**src/rtl/apb_ctrl_pkg.sv**
```systemverilog
// Shared types and bus widths for the round-robin APB master.
package apb_ctrl_pkg;
    localparam int APB_ADDR_W = 32;
    localparam int APB_DATA_W = 32;

    typedef enum logic [1:0] {
        IDLE   = 2'd0,
        SETUP  = 2'd1,
        ACCESS = 2'd2
    } state_t;
endpackage

```
**src/rtl/apb_master_arbiter_if.sv**
```systemverilog
// Requester-side handshake plus APB port of the arbitrated master.
interface apb_master_arbiter_if #(
    parameter int N_REQ = 4
);
    import apb_ctrl_pkg::*;

    logic [N_REQ-1:0]            req_valid;
    logic [N_REQ-1:0]            req_write;
    logic [N_REQ*APB_ADDR_W-1:0] req_addr;
    logic [N_REQ*APB_DATA_W-1:0] req_wdata;
    logic [N_REQ-1:0]            req_done;
    logic [APB_DATA_W-1:0]       rsp_rdata;
    logic                        rsp_err;

    logic [APB_ADDR_W-1:0]       paddr;
    logic                        psel;
    logic                        penable;
    logic                        pwrite;
    logic [APB_DATA_W-1:0]       pwdata;
    logic [APB_DATA_W-1:0]       prdata;
    logic                        pready;

    modport master (
        input  req_valid, req_write, req_addr, req_wdata, prdata, pready,
        output req_done, rsp_rdata, rsp_err, paddr, psel, penable, pwrite, pwdata
    );

    modport slave (
        output req_valid, req_write, req_addr, req_wdata, prdata, pready,
        input  req_done, rsp_rdata, rsp_err, paddr, psel, penable, pwrite, pwdata
    );
endinterface

```
**src/rtl/apb_rr_arbiter.sv**
```systemverilog
// Combinational round-robin pick: first pending request after last_i, wrapping.
module apb_rr_arbiter #(
    parameter int N_REQ = 4
) (
    input  logic [N_REQ-1:0]         req_i,
    input  logic [$clog2(N_REQ)-1:0] last_i,
    output logic [N_REQ-1:0]         gnt_o,
    output logic [$clog2(N_REQ)-1:0] gnt_idx_o
);
    localparam int IDX_W = $clog2(N_REQ);

    logic [IDX_W-1:0] cand;

    always_comb begin
        gnt_o     = '0;
        gnt_idx_o = '0;
        cand      = '0;
        for (int k = 1; k <= N_REQ; k++) begin
            cand = IDX_W'((int'(last_i) + k) % N_REQ);
            if (gnt_o == '0 && req_i[cand]) begin
                gnt_o[cand] = 1'b1;
                gnt_idx_o   = cand;
            end
        end
    end
endmodule

```
**src/rtl/apb_master_arbiter.sv**
```systemverilog
// Round-robin APB master: shares one psel among N_REQ requesters, with optional
// ACCESS-phase timeout that completes the transfer with rsp_err set.
module apb_master_arbiter
    import apb_ctrl_pkg::*;
#(
    parameter int N_REQ   = 4,
    parameter int TIMEOUT = 16
) (
    input  logic                 pclk,
    input  logic                 preset,
    apb_master_arbiter_if.master bus_if
);
    localparam int IDX_W = $clog2(N_REQ);
    localparam int CNT_W = (TIMEOUT > 0) ? $clog2(TIMEOUT + 1) : 1;

    state_t                state_q;
    logic [IDX_W-1:0]      last_q;
    logic [N_REQ-1:0]      grant_q;
    logic [N_REQ-1:0]      done_q;
    logic [CNT_W-1:0]      cnt_q;
    logic                  psel_q;
    logic                  penable_q;
    logic                  pwrite_q;
    logic                  err_q;
    logic [APB_ADDR_W-1:0] paddr_q;
    logic [APB_DATA_W-1:0] pwdata_q;
    logic [APB_DATA_W-1:0] rdata_q;

    logic [N_REQ-1:0]      gnt_oh;
    logic [IDX_W-1:0]      gnt_idx;
    logic [APB_ADDR_W-1:0] addr_arr  [N_REQ];
    logic [APB_DATA_W-1:0] wdata_arr [N_REQ];
    logic                  timeout_hit;

    apb_rr_arbiter #(.N_REQ(N_REQ)) u_arb (
        .req_i     (bus_if.req_valid),
        .last_i    (last_q),
        .gnt_o     (gnt_oh),
        .gnt_idx_o (gnt_idx)
    );

    always_comb begin
        for (int i = 0; i < N_REQ; i++) begin
            addr_arr[i]  = bus_if.req_addr[i*APB_ADDR_W +: APB_ADDR_W];
            wdata_arr[i] = bus_if.req_wdata[i*APB_DATA_W +: APB_DATA_W];
        end
    end

    // The counter starts at 0 in the first ACCESS cycle, so TIMEOUT-1 marks the last allowed one.
    assign timeout_hit = (TIMEOUT != 0) && (int'(cnt_q) == TIMEOUT - 1);

    always_ff @(posedge pclk or posedge preset) begin
        if (preset) begin
            state_q   <= IDLE;
            last_q    <= IDX_W'(N_REQ - 1);
            grant_q   <= '0;
            done_q    <= '0;
            cnt_q     <= '0;
            psel_q    <= 1'b0;
            penable_q <= 1'b0;
            pwrite_q  <= 1'b0;
            err_q     <= 1'b0;
            paddr_q   <= '0;
            pwdata_q  <= '0;
            rdata_q   <= '0;
        end else begin
            done_q <= '0;
            case (state_q)
                IDLE: begin
                    if (gnt_oh != '0) begin
                        grant_q  <= gnt_oh;
                        last_q   <= gnt_idx;
                        paddr_q  <= addr_arr[gnt_idx];
                        pwrite_q <= bus_if.req_write[gnt_idx];
                        pwdata_q <= bus_if.req_write[gnt_idx] ? wdata_arr[gnt_idx] : '0;
                        psel_q   <= 1'b1;
                        state_q  <= SETUP;
                    end
                end
                SETUP: begin
                    penable_q <= 1'b1;
                    cnt_q     <= '0;
                    state_q   <= ACCESS;
                end
                ACCESS: begin
                    if (bus_if.pready || timeout_hit) begin
                        psel_q    <= 1'b0;
                        penable_q <= 1'b0;
                        done_q    <= grant_q;
                        err_q     <= !bus_if.pready;
                        rdata_q   <= (bus_if.pready && !pwrite_q) ? bus_if.prdata : '0;
                        state_q   <= IDLE;
                    end else if (cnt_q != '1) begin
                        cnt_q <= cnt_q + 1'b1;
                    end
                end
                default: state_q <= IDLE;
            endcase
        end
    end

    assign bus_if.req_done  = done_q;
    assign bus_if.rsp_rdata = rdata_q;
    assign bus_if.rsp_err   = err_q;
    assign bus_if.paddr     = paddr_q;
    assign bus_if.psel      = psel_q;
    assign bus_if.penable   = penable_q;
    assign bus_if.pwrite    = pwrite_q;
    assign bus_if.pwdata    = pwdata_q;
endmodule

```
**src/flat_wrapper.sv**
```systemverilog
// flat-port wrapper written by rule: the top's interface ports become plain ports
module apb_master_arbiter_flat import apb_ctrl_pkg::*;
#(
    parameter int N_REQ   = 4,
    parameter int TIMEOUT = 16
)
  (pclk, preset, bus_if_req_valid, bus_if_req_write, bus_if_req_addr, bus_if_req_wdata, bus_if_prdata, bus_if_pready, bus_if_req_done, bus_if_rsp_rdata, bus_if_rsp_err, bus_if_paddr, bus_if_psel, bus_if_penable, bus_if_pwrite, bus_if_pwdata);
  apb_master_arbiter_if #(.N_REQ(N_REQ)) bus_if_i ();
  input  logic pclk;
  input  logic preset;
  input wire logic [$bits(bus_if_i.req_valid)-1:0] bus_if_req_valid;
  input wire logic [$bits(bus_if_i.req_write)-1:0] bus_if_req_write;
  input wire logic [$bits(bus_if_i.req_addr)-1:0] bus_if_req_addr;
  input wire logic [$bits(bus_if_i.req_wdata)-1:0] bus_if_req_wdata;
  input wire logic [$bits(bus_if_i.prdata)-1:0] bus_if_prdata;
  input wire logic [$bits(bus_if_i.pready)-1:0] bus_if_pready;
  output wire logic [$bits(bus_if_i.req_done)-1:0] bus_if_req_done;
  output wire logic [$bits(bus_if_i.rsp_rdata)-1:0] bus_if_rsp_rdata;
  output wire logic [$bits(bus_if_i.rsp_err)-1:0] bus_if_rsp_err;
  output wire logic [$bits(bus_if_i.paddr)-1:0] bus_if_paddr;
  output wire logic [$bits(bus_if_i.psel)-1:0] bus_if_psel;
  output wire logic [$bits(bus_if_i.penable)-1:0] bus_if_penable;
  output wire logic [$bits(bus_if_i.pwrite)-1:0] bus_if_pwrite;
  output wire logic [$bits(bus_if_i.pwdata)-1:0] bus_if_pwdata;
  assign bus_if_i.req_valid = bus_if_req_valid;
  assign bus_if_i.req_write = bus_if_req_write;
  assign bus_if_i.req_addr = bus_if_req_addr;
  assign bus_if_i.req_wdata = bus_if_req_wdata;
  assign bus_if_i.prdata = bus_if_prdata;
  assign bus_if_i.pready = bus_if_pready;
  assign bus_if_req_done = bus_if_i.req_done;
  assign bus_if_rsp_rdata = bus_if_i.rsp_rdata;
  assign bus_if_rsp_err = bus_if_i.rsp_err;
  assign bus_if_paddr = bus_if_i.paddr;
  assign bus_if_psel = bus_if_i.psel;
  assign bus_if_penable = bus_if_i.penable;
  assign bus_if_pwrite = bus_if_i.pwrite;
  assign bus_if_pwdata = bus_if_i.pwdata;
  apb_master_arbiter #(.N_REQ(N_REQ), .TIMEOUT(TIMEOUT)) u_core (.pclk(pclk), .preset(preset), .bus_if(bus_if_i));
endmodule
```
**config.mk**
```make
export PLATFORM = sky130hd
export DESIGN_NAME = apb_master_arbiter_flat
export DESIGN_NICKNAME = d
export VERILOG_FILES = /design/src/rtl/apb_ctrl_pkg.sv /design/src/rtl/apb_master_arbiter_if.sv /design/src/rtl/apb_rr_arbiter.sv /design/src/rtl/apb_master_arbiter.sv /design/src/flat_wrapper.sv
export SDC_FILE = /design/constraint.sdc
export NUM_CORES = 1
export LEC_CHECK = 0
export ABC_AREA = 1
export CAP_MARGIN = 20
export CORE_MARGIN = 2
export CORE_UTILIZATION = 25
export CTS_BUF_LIST = sky130_fd_sc_hd__clkbuf_4
export CTS_CLUSTER_DIAMETER = 120
export DETAILED_ROUTE_END_ITERATION = 12
export GPL_TIMING_DRIVEN = 0
export PLACE_DENSITY = 0.62
export RECOVER_POWER = 50
export SLEW_MARGIN = 25
export SYNTH_ARGS = -nofsm -noshare
export SYNTH_HDL_FRONTEND = slang
export SYNTH_SLANG_ARGS = --single-unit
```
**constraint.sdc**
```tcl
create_clock -name pclk -period 3.8 [get_ports pclk]
set_clock_uncertainty 0.15 [all_clocks]
set_input_delay 0.76 -clock pclk [delete_from_list [all_inputs] [get_ports pclk]]
set_output_delay 0.76 -clock pclk [all_outputs]
set_load 0.03 [all_outputs]
```
==> results of run 1 <==
-- cell type report --
type,count,area [µm²]
Multi-Input combinational cell,905,4190
Inverter,262,990
Fill cell,3580,19600
Timing Repair Buffer,414,4110
Clock buffer,18,135
Clock inverter,14,174
Sequential cell,117,2930
Buffer,78,631
Antenna cell,2,5.00
Tap cell,448,561
-- metal layers --
layer | vias up | routed length (µm)
met5 | - | 0
met4 | 0 | 707
met3 | 42 | 2440
met2 | 378 | 17500
met1 | 4546 | 15100
li1 | 5019 | -
-- sequential cells by signal (all words and copies together), names as in the netlist --
register and flops:
u_core.bus_if.psel 1, u_core.grant_q 4, u_core.bus_if.rsp_err 1, u_core.bus_if.pwdata 32, u_core.bus_if.req_done 4, u_core.cnt_q 5
u_core.bus_if.pwrite 1, u_core.bus_if.paddr 32, u_core.bus_if.rsp_rdata 32, u_core.state_q 2, u_core.last_q 2, u_core.bus_if.penable 1
-- cell families after synthesis --
kind of cell / Yosys count / synth area share [%]
flops: 117 / 34.8
xor+xnor: 1 / 0.104
buf+inv: 341 / 17.1
compound gates: 54 / 3.54
fa+ha+maj: 14 / 2.08
simple gates: 836 / 42.3
-- stage by stage --
stage	worst slack (ns)	cell area, µm²	cells	utilization (%)
floorplan	0.654	8420	1363	-
global placement	-0.673	13000	2213	39.0
detailed placement	-0.753	13100	2217	39.2
CTS	0.0132	13500	2250	40.5
global route	-0.0338	13700	2257	41.2
finish	0.168	13700	2258	41.2
-- layout by cell type (no fill, tap or decap), types with 6 or more instances in the layout --
master / count
nand2_1: 481
clkdlybuf4s50_1: 355
nand3_1: 275
inv_1: 258
dfrtp_1: 115
nor2_1: 47
dlygate4sd3_1: 47
o21ai_1: 33
clkbuf_4: 33
buf_4: 20
clkbuf_1: 14
ha_1: 13
buf_6: 12
buf_2: 12
nand3_2: 10
o21ai_0: 10
nand2_2: 8
clkbuf_2: 7
nand2_4: 6
-- worst max-delay path, cell delays in order (launching register included) --
cell and delay [ns]:
dfstp_2 0.56, buf_6 0.15, inv_6 0.07, ha_4 0.29, inv_1 0.05, nand3_2 0.08
nand2_4 0.09, a21oi_4 0.25, nand3_1 0.12, nand2_1 0.13, nor2_2 0.08, nand3_1 0.09
nand2_2 0.09, nor2_4 0.26, nand3_4 0.23, clkbuf_1 0.31, nand3_1 0.15, nand3_1 0.15
nand2_1 0.11, nand3_1 0.08, nand2_1 0.06
-- repair_timing --
| item | 4_1_cts | 5_1_grt |
|---|---|---|
| endpoints found under the setup margin | 52 | 70 |
| resized for setup | 26 | 77 |
| setup buffers | 2 | 6 |
| hold buffers | 0 | 0 |
| pin swaps | 2 | 8 |
-- path summary, 6_finish.rpt --
check / startpoint / to / depth (start not counted)
worst min register to register: u_core.grant_q[1] / u_core.grant_q[1] / 2
worst max-delay path: u_core.last_q[0] / u_core.bus_if.pwdata[9] / 20
worst min-delay path: u_core.grant_q[1] / u_core.grant_q[1] / 2
min in group asynchronous: preset / u_core.bus_if.rsp_rdata[11] / 2
max in group asynchronous: preset / u_core.bus_if.pwdata[3] / 4
worst max register to register: u_core.last_q[0] / u_core.bus_if.pwdata[9] / 20
==> results.py, run 1 <==
metrics = {
    "sta": {
        "post-route-min-period_ns": 3.63,
        "relSlewSlack_pct": 10.8,
        "fin_setup_tns_ns": 0,
        "whs_ns": 0.329,
        "fmax_mhz": 275,
        "fin_crit_sh_pct": 95.6,
        "drv_slew": 0,
        "setup_violations": 0,
        "hold_viol_final": 0,
        "max_slew.worst_pin.slew_ns": 1.34,
    },
    "clock_network": {
        "cts_made_buffers": 17,
        "tritoncts": "done",
        "clock_sinks": 117,
        "worstSkewPairLatency_ns": 0.53,
        "clkSlewWorstSetupHoldPaths_ns": 0.13,
        "root_buffer": "clkbuf_4",
        "cts.path.max_buffers": 2,
        "h-tree-depth": 4,
    },
    "floorplanning": {
        "coreArea_um2": 33400,
        "die_y_um": 187,
        "start_util_pct": 25.2,
        "num_io_pins": 403,
        "rows": 67,
        "fp.dieW_um": 187,
        "fp.dieArea_um2": 35100,
    },
    "grt": {
        "met1_usage_pct": 24.4,
        "grt_use_total_pct": 20.0,
        "overflow": 0,
        "use_met3_pct": 5.12,
        "grt_max_degree": 31,
        "antenna_found_initial": 2,
        "grt_pass1_vias": 9859,
        "grt-busiest-layer": "met2",
        "met2_usage_pct": 34.9,
        "grt_pass1_wl_mm": 54.5,
    },
    "synthesis": {
        "synth_common_cells": "nand2_1, nand3_1, inv_1, dfrtp_1, nor2_1",
        "synth_top_area_share_pct": 34.2,
        "async_flop_share_pct": 100,
        "yosysMostFrequentCell": "nand2_1",
        "ys_types": 29,
        "synth-edff-count": 0,
        "synth_nets": 1676,
        "synth.largest_area_cell": "dfrtp_1",
        "yosysWarnings": 0,
        "syn_inst": 1363,
        "netlist_top_cells_area": "dfrtp_1, nand2_1, nand3_1",
        "avgSynthCellArea_um2": 6.17,
        "synth_seq_area_share_pct": 34.8,
        "syn_area_um2": 8410,
        "synth_flop_cell": "dfrtp_1",
        "synth-seq-cells": 117,
    },
    "route": {
        "avgViaCountPerCell": 4.42,
        "finalWirelength_mm": 35.8,
        "ant_nets": 0,
        "wl_per_cell_um": 15.8,
        "drtIter0Drc": 470,
        "drtPass1Iterations": 5,
        "drc_errors": 0,
        "vias": 9985,
    },
    "setup_path": {
        "r2r_setup_slack_ns": 0.17,
        "path_max_fanout": 11,
        "crit_required_ns": 4.13,
        "critPathKind": "reg -> reg",
        "worst-endpoint-arrival_ns": 3.96,
        "worstSetupStartpointType": "flip-flop",
        "end_kind": "flip-flop",
    },
    "flow_run": {
        "max_cap_violations": 0,
    },
    "placement": {
        "globalplace.congestion": 0.939,
        "port_buffers": 402,
        "dp_hpwl_mm": 28.8,
    },
    "cells_and_area": {
        "layout-drive-gt1-share_pct": 8.30,
        "nets": 2108,
        "syn_to_final_growth_pct": 63.2,
    },
    "outcome": {
        "status": "finished clean",
    },
    "hold_path": {
        "worst_hold_path_type": "reg -> reg",
    },
}
Power of run 1 is not shown: default switching activity piles up to over one toggle a cycle in this logic, so the estimate is an artifact.
==> run 2, diff against run 1 <==
--- a/config.mk
+++ b/config.mk
@@ -12,9 +12,12 @@
 export CTS_BUF_LIST = sky130_fd_sc_hd__clkbuf_4
 export CTS_CLUSTER_DIAMETER = 120
 export DETAILED_ROUTE_END_ITERATION = 12
+export DONT_BUFFER_PORTS = 1
 export GPL_TIMING_DRIVEN = 0
-export PLACE_DENSITY = 0.62
+export MAX_ROUTING_LAYER = met4
+export PLACE_DENSITY = 0.46
 export RECOVER_POWER = 50
+export SKIP_LAST_GASP = 1
 export SLEW_MARGIN = 25
 export SYNTH_ARGS = -nofsm -noshare
 export SYNTH_HDL_FRONTEND = slang
==> results.py, run 2 (same netlist as run 1, synthesis figures left out) <==
metrics = {
    "sta": {
        "max_slew.worst_pin.slew_ns": 1.70,
        "post-route-min-period_ns": 3.62,
        "drv_slew": 27,
        "setup_violations": 0,
        "relSlewSlack_pct": -13.3,
        "fin_crit_sh_pct": 95.2,
        "fin_setup_tns_ns": 0,
        "whs_ns": 0.182,
        "fmax_mhz": 276,
        "hold_viol_final": 0,
    },
    "grt": {
        "antenna_found_initial": 1,
        "grt_max_degree": 31,
        "grt_pass1_wl_mm": 51.0,
        "grt_use_total_pct": 19.6,
        "overflow": 0,
        "grt_pass1_vias": 8671,
    },
    "cells_and_area": {
        "nets": 1716,
        "utilization_pct": 29.3,
        "layout-drive-gt1-share_pct": 11.2,
        "n_fill_cell": 3878,
        "final_cell_count_no_fill": 1865,
        "final_common_cell": "nand2_1",
        "final_cell_mix": "nand2_1, nand3_1, inv_1",
        "syn_to_final_growth_pct": 16.2,
    },
    "setup_path": {
        "worstSetupStartpointType": "flip-flop",
        "critPathKind": "reg -> reg",
        "path_max_fanout": 11,
        "end_kind": "flip-flop",
        "worst-endpoint-arrival_ns": 3.94,
        "crit_required_ns": 4.12,
    },
    "route": {
        "avgViaCountPerCell": 4.61,
        "drtIter0Drc": 379,
        "wl_per_cell_um": 18.3,
        "drc_errors": 0,
        "vias": 8598,
        "ant_nets": 0,
        "drtPass1Iterations": 5,
        "finalWirelength_mm": 34.1,
    },
    "hold_path": {
        "worst_hold_path_type": "in -> reg",
    },
    "clock_network": {
        "h-tree-depth": 4,
        "root_buffer": "clkbuf_4",
        "cts.path.max_buffers": 2,
        "worstSkewPairLatency_ns": 0.53,
        "clkSlewWorstSetupHoldPaths_ns": 0.14,
        "clock_sinks": 117,
        "tritoncts": "done",
        "cts_made_buffers": 17,
    },
    "outcome": {
        "status": "finished, violations left",
        "violations": "capacitance limit, slew limit",
    },
    "floorplanning": {
        "start_util_pct": 25.2,
        "rows": 67,
        "die_y_um": 187,
        "coreArea_um2": 33400,
        "fp.dieArea_um2": 35100,
        "num_io_pins": 403,
        "fp.dieW_um": 187,
    },
    "placement": {
        "post-place-cells": 1815,
        "dp_hpwl_mm": 26.8,
        "globalplace.congestion": 0.921,
        "port_buffers": 0,
    },
    "flow_run": {
        "max_cap_violations": 1,
    },
}
[run 2: changes by cell type in the layout (fill, tap and decap cells not counted), moves of 3 or more]
| cell | before | now |
|---|---|---|
| buf_12 | 5 | 8 |
| buf_2 | 12 | 18 |
| inv_6 | 4 | 7 |
| buf_4 | 20 | 30 |
| dlygate4sd3_1 | 47 | 1 |
| clkbuf_4 | 33 | 24 |
| clkinvlp_4 | 1 | 5 |
| clkdlybuf4s50_1 | 355 | 0 |
| bufinv_16 | 3 | 0 |
| clkinv_2 | 3 | 0 |
[run 2: critical path, stage by stage, from the launching register on]
cell and delay (ns):
dfstp_2 0.56, buf_6 0.15, inv_6 0.07, ha_4 0.26
inv_1 0.07, nand3_2 0.09, nand2_4 0.13, o31ai_4 0.13
nand3_1 0.12, nand2_2 0.09, nor2_4 0.17, nand3_1 0.12
nand3_1 0.13, nor2_4 0.05, buf_12 0.14, nand2_4 0.11
nand2_1 0.07, nand2_2 0.09, buf_6 0.19, clkbuf_4 0.24
nand3_1 0.16, nand2_1 0.11, nand3_1 0.07, nand2_1 0.06
[run 2: layout make-up]
class | count | area, µm² | area share (%)
Antenna cell | 1 | 2.50 | 0.0256
Buffer | 77 | 594 | 6.08
Clock buffer | 17 | 128 | 1.31
Clock inverter | 15 | 123 | 1.25
Inverter | 262 | 990 | 10.1
Multi-Input combinational cell | 906 | 4210 | 43.0
Sequential cell | 117 | 2930 | 30.0
Tap cell | 448 | 561 | 5.74
Timing Repair Buffer | 22 | 238 | 2.43
[run 2: through the flow]
| stage | instance area, µm² | worst slack, ns |
|---|---|---|
| after CTS | 9450 | 0.00577 |
| after global routing | 9770 | -0.0264 |
| after detailed placement | 9060 | -0.682 |
| final | 9770 | 0.183 |
| after global placement | 8980 | -0.665 |
| after floorplan | 8420 | 0.654 |
[run 2: per-layer routing]
layer / wire (µm) / GRT usage [%]
met4: 545 / 4.57
met2: 16800 / 33.5
met3: 2470 / 5.46
met5: 0 / -
met1: 14200 / 22.8
[run 2: path summary, 6_finish.rpt]
kind | start | end | slack (ns) | depth (start not counted)
max | u_core.last_q[0] | u_core.bus_if.pwdata[15] | 0.18 | 23
min | bus_if_pready | u_core.bus_if.rsp_err | 0.18 | 1
max reg2reg | u_core.last_q[0] | u_core.bus_if.pwdata[15] | 0.18 | 23
min reg2reg | u_core.grant_q[0] | u_core.grant_q[0] | 0.34 | 2
max in group asynchronous | preset | u_core.bus_if.pwdata[9] | 0.58 | 4
min in group asynchronous | preset | u_core.bus_if.rsp_rdata[18] | 0.71 | 2
[run 2: repair_timing]
action | 4_1_cts | 5_1_grt
endpoints found under the setup margin | 70 | 70
pin swaps | 4 | 13
hold buffers | 1 | 0
buffers inserted | 3 | 13
cloned | 0 | 2
resized for setup | 25 | 71
endpoints found under the hold margin | 21 | 0
Power of run 2 is left out for the same reason.
==> run 3, diff against run 2 <==
--- a/config.mk
+++ b/config.mk
@@ -7,6 +7,7 @@
 export LEC_CHECK = 0
 export ABC_AREA = 1
 export CAP_MARGIN = 20
+export CORE_ASPECT_RATIO = 0.75
 export CORE_MARGIN = 2
 export CORE_UTILIZATION = 25
 export CTS_BUF_LIST = sky130_fd_sc_hd__clkbuf_4
==> results.py, run 3 (same netlist as run 1, synthesis figures left out) <==
metrics = {
    "floorplanning": {
        "rows": 58,
        "fp.dieW_um": 216,
        "die_y_um": 163,
        "coreArea_um2": 33300,
        "fp.dieArea_um2": 35200,
        "num_io_pins": 403,
        "start_util_pct": 25.3,
    },
    "flow_run": {
        "max_cap_violations": 1,
    },
    "placement": {
        "dp_hpwl_mm": 26.4,
        "globalplace.congestion": 0.875,
        "port_buffers": 0,
    },
    "sta": {
        "drv_slew": 29,
        "hold_viol_final": 0,
        "setup_violations": 0,
        "post-route-min-period_ns": 3.58,
        "max_slew.worst_pin.slew_ns": 1.60,
        "relSlewSlack_pct": -6.94,
        "fin_crit_sh_pct": 94.1,
        "rsz0062_at_grt": "true",
        "fmax_mhz": 280,
    },
    "setup_path": {
        "max_stage_delay_ns": 0.58,
        "crit_family": "simple AND/OR/NAND/NOR gates",
        "crit_required_ns": 4.09,
        "worst-endpoint-arrival_ns": 3.87,
        "r2r_setup_slack_ns": 0.22,
        "critPathKind": "reg -> reg",
        "worstSetupStartpointType": "flip-flop",
        "cpMaxStageDelayCell": "dfstp_2",
        "path_buf_inv": 4,
        "end_kind": "flip-flop",
        "critical_path.cell_chain": "buf_8 -> inv_6 -> ha_4 -> inv_1 -> nand3_2 -> nand2_4 -> a21oi_4 -> nand3_1 -> nand2_2 -> nor2_2 -> nand3_1 -> nand3_2 -> nor2_4 -> nand3_4 -> nand2_4 -> buf_2 -> nand2_1 -> nand3_1 -> o21ai_2 -> nand2_1 -> nand2_1",
        "path_max_fanout": 11,
    },
    "grt": {
        "grt_pass1_vias": 8125,
        "antenna_found_initial": 3,
        "grt_pass1_wl_mm": 49.2,
        "overflow": 0,
        "grt_use_total_pct": 19.1,
        "grt_max_degree": 30,
    },
    "outcome": {
        "status": "finished, violations left",
        "violations": "capacitance limit, slew limit",
    },
    "route": {
        "wl_met3_mm": 1.95,
        "finalWirelength_mm": 33.7,
        "wl_met2_mm": 15.4,
        "ant_nets": 0,
        "top_layer": "met4",
        "wl_met1_mm": 15.7,
        "wl_per_cell_um": 18.1,
        "drtIter0Drc": 539,
        "drc_errors": 0,
        "drtPass1Iterations": 7,
        "vias": 8663,
        "avgViaCountPerCell": 4.67,
    },
    "cells_and_area": {
        "syn_to_final_growth_pct": 14.7,
        "final_common_cell": "nand2_1",
        "final_cell_mix": "nand2_1, nand3_1, inv_1",
        "nets": 1704,
        "utilization_pct": 29.0,
        "n_fill_cell": 3789,
        "layout-drive-gt1-share_pct": 10.2,
    },
    "hold_path": {
        "worst_hold_path_type": "in -> reg",
    },
    "clock_network": {
        "root_buffer": "clkbuf_4",
        "cts.path.max_buffers": 2,
        "cts_made_buffers": 17,
        "worstSkewPairLatency_ns": 0.57,
        "clock_sinks": 117,
        "h-tree-depth": 4,
        "clkSlewWorstSetupHoldPaths_ns": 0.15,
        "tritoncts": "done",
    },
}
## run 3: worst paths after layout
| check | start | endpoint | cells past startpoint |
|---|---|---|---|
| min in group asynchronous | preset | u_core.bus_if.paddr[23] | 2 |
| worst max register to register | u_core.last_q[0] | u_core.bus_if.paddr[22] | 21 |
| worst min-delay path | bus_if_prdata[7] | u_core.bus_if.rsp_rdata[7] | 2 |
| max in group asynchronous | preset | u_core.bus_if.pwdata[14] | 5 |
| worst max-delay path | u_core.last_q[0] | u_core.bus_if.paddr[22] | 21 |
| worst min register to register | u_core.grant_q[0] | u_core.grant_q[0] | 2 |
## run 3: routing by layer
metal / vias to the layer above / global-route usage, %
met5: - / -
met4: 0 / 5.61
met3: 31 / 4.43
met2: 311 / 29.1
met1: 4115 / 25.3
li1: 4206 / -
## run 3: layout make-up
type	instances	area (µm²)	share of cell area, %
Antenna cell	3	7.51	0.0778
Buffer	78	608	6.30
Clock buffer	17	128	1.32
Clock inverter	15	158	1.63
Inverter	262	990	10.3
Multi-Input combinational cell	905	4160	43.1
Sequential cell	117	2930	30.4
Tap cell	450	563	5.83
Timing Repair Buffer	10	109	1.13
## run 3: repair_timing
action,in CTS,in global routing
hold buffers,1,0
gates cloned,0,0
setup endpoints to repair,66,70
buffers inserted,1,3
pin swaps,0,7
hold endpoints to repair,27,0
gates resized for setup,29,58
## run 3: through the flow
stage | hold WS (ns) | setup slack [ns] | cell area, µm² | TNS [ns] | instances
after floorplan | 0.292 | 0.654 | 8420 | 0 | 1363
after global placement | 0.314 | -0.341 | 8980 | -6.96 | 1813
after detailed placement | 0.315 | -0.300 | 9090 | -5.99 | 1818
after CTS | 0.108 | -0.0401 | 9480 | -0.0888 | 1851
after global routing | 0.0983 | -0.0421 | 9650 | -0.210 | 1857
final | 0.168 | 0.222 | 9650 | 0 | 1857
Power of run 3 is left out for the same reason.
